## src/rtl/pwm_mode_sequencer.sv

```systemverilog
// ---------------------------------------------------------------------------
// pwm_mode_sequencer: steps a duty-engine state index through per-state dwell
// times (ms), with start/stop/pause control. Revision: 1.0
// ---------------------------------------------------------------------------
`default_nettype none

module pwm_mode_sequencer #(
  parameter int NUM_STATES    = 6,
  parameter int DWELL_W       = 16,
  parameter int DEFAULT_DWELL = 1000,
  parameter int LOOP          = 1
) (
  input  logic               clk,
  input  logic               rst_n,
  input  logic               ms_tick,
  input  logic               start,
  input  logic               stop,
  input  logic               pause,
  input  logic               cfg_we,
  input  logic [2:0]         cfg_addr,
  input  logic [DWELL_W-1:0] cfg_dwell,
  output logic [2:0]         current_state,
  output logic               running,
  output logic               paused,
  output logic               seq_wrap,
  output logic               seq_done
);

  typedef enum logic [1:0] {
    IDLE   = 2'd0,
    RUN    = 2'd1,
    PAUSED = 2'd2
  } fsm_t;

  localparam logic [2:0] LAST_IDX = 3'(NUM_STATES - 1);

  fsm_t               fsm_q, fsm_d;
  logic [2:0]         cur_q, cur_d;
  logic [DWELL_W-1:0] cnt_q, cnt_d;
  logic [DWELL_W-1:0] dwell_q [NUM_STATES];
  logic [DWELL_W-1:0] dwell_sel;
  logic [DWELL_W:0]   eff_dwell;
  logic [DWELL_W:0]   cnt_inc;
  logic               wrap_d, done_d;
  logic               running_q, paused_q, wrap_q, done_q;

  always_comb begin
    dwell_sel = dwell_q[0];
    for (int i = 1; i < NUM_STATES; i++) begin
      if (cur_q == 3'(i)) dwell_sel = dwell_q[i];
    end
  end

  // A programmed dwell of 0 behaves as 1 ms; the compare is one bit wider so
  // cnt+1 never wraps.
  assign eff_dwell = (dwell_sel == '0) ? (DWELL_W+1)'(1) : {1'b0, dwell_sel};
  assign cnt_inc   = {1'b0, cnt_q} + (DWELL_W+1)'(1);

  always_comb begin
    fsm_d  = fsm_q;
    cur_d  = cur_q;
    cnt_d  = cnt_q;
    wrap_d = 1'b0;
    done_d = 1'b0;
    if (stop) begin
      fsm_d = IDLE;
      cur_d = '0;
      cnt_d = '0;
    end else if (start && fsm_q == IDLE) begin
      fsm_d = RUN;
      cur_d = '0;
      cnt_d = '0;
    end else if (pause && fsm_q == RUN) begin
      fsm_d = PAUSED;
    end else if (pause && fsm_q == PAUSED) begin
      fsm_d = RUN;
    end else if (fsm_q == RUN && ms_tick) begin
      if (cnt_inc >= eff_dwell) begin
        cnt_d = '0;
        if (cur_q != LAST_IDX) begin
          cur_d = cur_q + 3'd1;
        end else begin
          cur_d = '0;
          if (LOOP != 0) begin
            wrap_d = 1'b1;
          end else begin
            fsm_d  = IDLE;
            done_d = 1'b1;
          end
        end
      end else begin
        cnt_d = cnt_inc[DWELL_W-1:0];
      end
    end
  end

  always_ff @(posedge clk or negedge rst_n) begin
    if (!rst_n) begin
      fsm_q     <= IDLE;
      cur_q     <= '0;
      cnt_q     <= '0;
      running_q <= 1'b0;
      paused_q  <= 1'b0;
      wrap_q    <= 1'b0;
      done_q    <= 1'b0;
    end else begin
      fsm_q     <= fsm_d;
      cur_q     <= cur_d;
      cnt_q     <= cnt_d;
      running_q <= (fsm_d == RUN);
      paused_q  <= (fsm_d == PAUSED);
      wrap_q    <= wrap_d;
      done_q    <= done_d;
    end
  end

  // Writes land after this cycle's advance decision, which used the old value.
  always_ff @(posedge clk or negedge rst_n) begin
    if (!rst_n) begin
      for (int i = 0; i < NUM_STATES; i++) dwell_q[i] <= DWELL_W'(DEFAULT_DWELL);
    end else begin
      for (int i = 0; i < NUM_STATES; i++) begin
        if (cfg_we && cfg_addr == 3'(i)) dwell_q[i] <= cfg_dwell;
      end
    end
  end

  assign current_state = cur_q;
  assign running       = running_q;
  assign paused        = paused_q;
  assign seq_wrap      = wrap_q;
  assign seq_done      = done_q;

endmodule

`default_nettype wire

```

## config.mk

```make
export PLATFORM = sky130hd
export DESIGN_NAME = pwm_mode_sequencer
export DESIGN_NICKNAME = d
export VERILOG_FILES = /design/src/rtl/pwm_mode_sequencer.sv
export SDC_FILE = /design/constraint.sdc
export NUM_CORES = 1
export LEC_CHECK = 0
export ABC_AREA = 1
export BUFFER_PORTS_ARGS = -buffer_cell sky130_fd_sc_hd__buf_2
export CAP_MARGIN = 40
export CORE_MARGIN = 1
export CORE_UTILIZATION = 55
export CTS_BUF_LIST = sky130_fd_sc_hd__clkbuf_2 sky130_fd_sc_hd__clkbuf_4 sky130_fd_sc_hd__clkbuf_8
export DETAILED_ROUTE_END_ITERATION = 12
export PLACE_DENSITY_LB_ADDON = 0.15
export RECOVER_POWER = 50
export SYNTH_ARGS = -nofsm -noshare
export SYNTH_HDL_FRONTEND = slang
export SYNTH_SLANG_ARGS = --single-unit
```

## constraint.sdc

```tcl
create_clock -name clk -period 8.3 [get_ports clk]
set_input_delay 1.66 -clock clk [delete_from_list [all_inputs] [get_ports clk]]
set_output_delay 1.66 -clock clk [all_outputs]
set_load 0.02 [all_outputs]
```

==> out/metrics.cfg <==
[grt]
grt_util_met1 = 0.3956
antenna_found_initial = 0
grt_pass1_vias = 5316
grt_usage = 0.2912
grt.busiest_layer = met2
met3_usage = 0.06467
grt.overflow.total = 0
grt_max_degree = 46
grt_pass1_wl_mm = 26.31
globalRouteMet2Util = 0.4576

[sta]
fin_hold_ws_ns = 0.4880
fin_crit_ns = 4.517
tightestPinTransition_ns = 2.436
setup_viol = 0
hold_viol_final = 0
max-slew-margin-rel = -0.6238
rsz0062_at_grt = no
finClkSkew_ns = 0.008254
clock.fmax_mhz = 221.4
period_share = 0.5442
final.setup.tns_ns = 0
drv_slew = 78

[yosys]
synth_compound_area_frac = 0.1112
ys.flop_type = dfrtp_1
synth_cell_types = 36
netlist_area_mm2 = 0.006414
synth_area_leaders = dfrtp_1 (33%), nand2_1 (17%), dfstp_2 (15%)
postSynthAreaPerCell_um2 = 7.581
synthSimpleGateAreaFrac = 0.2837
ys_ff_latch = 120
synth_cells = 846
synth.area.mux_share = 0.001561
ys_warn_count = 0
synth_seq_area_share = 0.4752
synth_fp_nets = 890
synth_xor_area_frac = 0.008194
synth-edff-count = 0
yosys.area.top_type = dfrtp_1
yosysTopAreaCellShare = 0.3277
synth_fa_ha_area_frac = 0.03512
synth_top_family_by_area = simple AND/OR/NAND/NOR gates
async_flop_share = 1.000

[critical_path]
setup.worst_path.class = primary input to asynchronous set/reset pin
crit_fanout = 45
reg2reg_depth = 21
crit_path_start_kind = primary input
r2r_end = cnt_q[13]
reg2reg_slack_ns = 5.04
arrival_ns = 5.08
end_kind = asynchronous set/reset pin
crit_required_ns = 8.86
r2r-start = current_state[1]

[clocking]
cts_made_buffers = 17
clk_pin_slew_ns = 0.07
clockRootBuffer = clkbuf_8
clk_path_buf_depth = 2
hold_buffers = 0
h-tree-depth = 4
cts_sinks = 120
post_cts_buffers = 0
clk_latency_ns = 0.45
cts_resized = 0
cts_tree = done

[min_path]
whs_path_depth = 2
min_to = dwell_q[75]
hp-class = flip-flop to flip-flop
min_from = dwell_q[75]

[finish]
layout-drive-gt1-share = 0.1416
area_delta_synth_final_pct = 10.63
multiInputGateArea_mm2 = 0.002824
num-fill-cells = 1019
antennaDiodeCount = 0
nNetsFinal = 914
mostFrequentLayoutCell = nand2_1
seqCellArea_mm2 = 0.003048
mostFrequentLayoutCells = nand2_1 (296), o21ai_0 (106), inv_1 (86)

[die]
io_pins = 33
rows = 39
dieArea_mm2 = 0.01210
coreArea_mm2 = 0.01137
die_y_um = 110.0
fp.dieW_um = 110.0
initial_core_util = 0.5641

[power_and_ir_drop]
power_density_mw_per_mm2 = 220.1
max-vdd-ir-drop_mv = 0.1757
leakage_nw = 3.697
finalPower_mw = 1.562

[route]
wl_per_cell_um = 15.22
drtIter0Drc = 422
via_per_inst = 5.411
vias = 5552
drt_first_pass_iters = 5
ant_nets = 0
drt-total-wl_mm = 15.62
route.detailed.drc = 0

[place]
hpwl_mm = 10.60
port_buffers = 31
gp_congestion = 0.8783

[run_status]
violations = max-capacitance violations, max-slew violations
status = finished, violations left

[run]
max_cap_violations = 2

-- state kept, by name (all words and copies together) (netlist names) --
signal,cells
current_state,3
seq_wrap,1
fsm_q,2
dwell_q,96
running,1
paused,1
cnt_q,16
-- how the worst max path moves through the flow --
stage	from	end	cells after the start
6_report	rst_n	dwell_q[39]	3
5_1_grt	rst_n	dwell_q[77]	2
4_1_cts	current_state[1]	cnt_q[13]	21
3_5_place_dp	pause	cnt_q[2]	7
3_3_place_gp	start	cnt_q[13]	8
2_1_floorplan	current_state[2]	current_state[2]	23
-- power breakdown --
group	switching (mW)	total (mW)	internal (mW)
sequential	0.0496	0.748	0.698
clock	0.244	0.604	0.360
combinational	0.132	0.210	0.0783
-- synthesized netlist by cell type, types with 2 or more instances --
cell type,count
a21oi_1,17
a22o_1,2
buf_2,6
buf_4,4
buf_6,5
clkbuf_1,20
dfrtp_1,84
dfstp_2,36
ha_1,18
inv_1,86
inv_2,4
inv_4,2
nand2_1,296
nand2_2,2
nand3_1,37
nand3_2,3
nand3_4,3
nand3b_1,2
nand4_1,5
nor2_1,72
nor2_2,5
nor3_1,6
o21ai_0,106
o22ai_1,9
xor2_1,5
-- cells by family (layout without fill, tap and decap cells) --
kind of cell               count (synthesis)  after routing
AOI/OAI and AO/OA                        137            137
and+or+nand+nor                          436            436
muxes                                      1              1
buffers and inverters                    127            164
other                                      1              1
DFF                                      120            120
xor gates and xnor gates                   6              6
adders and majority gates                 18             18
-- through the flow --
step | util | worst slack (ns) | instance area (um2) | cells
after floorplan | - | 5.421 | 6414 | 846
after global placement | 0.5795 | 5.084 | 6589 | 989
after detailed placement | 0.5852 | 5.059 | 6654 | 993
after CTS | 0.6253 | 5.045 | 7109 | 1025
after global routing | 0.6241 | 3.113 | 7096 | 1026
final | 0.6241 | 3.783 | 7096 | 1026
-- critical path, cell delays in order --
cell and delay [ns]:
clkbuf_1 1.69, clkbuf_1 1.35, buf_12 0.35
-- per-layer routing --
layer  up-vias  share of wire
met5         -              0
met4         0          0.021
met3        26          0.067
met2       173           0.46
met1      2625           0.45
li1       2728              -
-- area by class of cell --
type                    instances  area share
inverters                      92     0.04937
well taps                     143     0.02522
clock inverters                10     0.02328
multi-input cells             599      0.3980
clock buffers                  22     0.04091
repair buffers                 40     0.03368
flip-flops and latches        120      0.4296
Power figures use the tool's default switching activity.
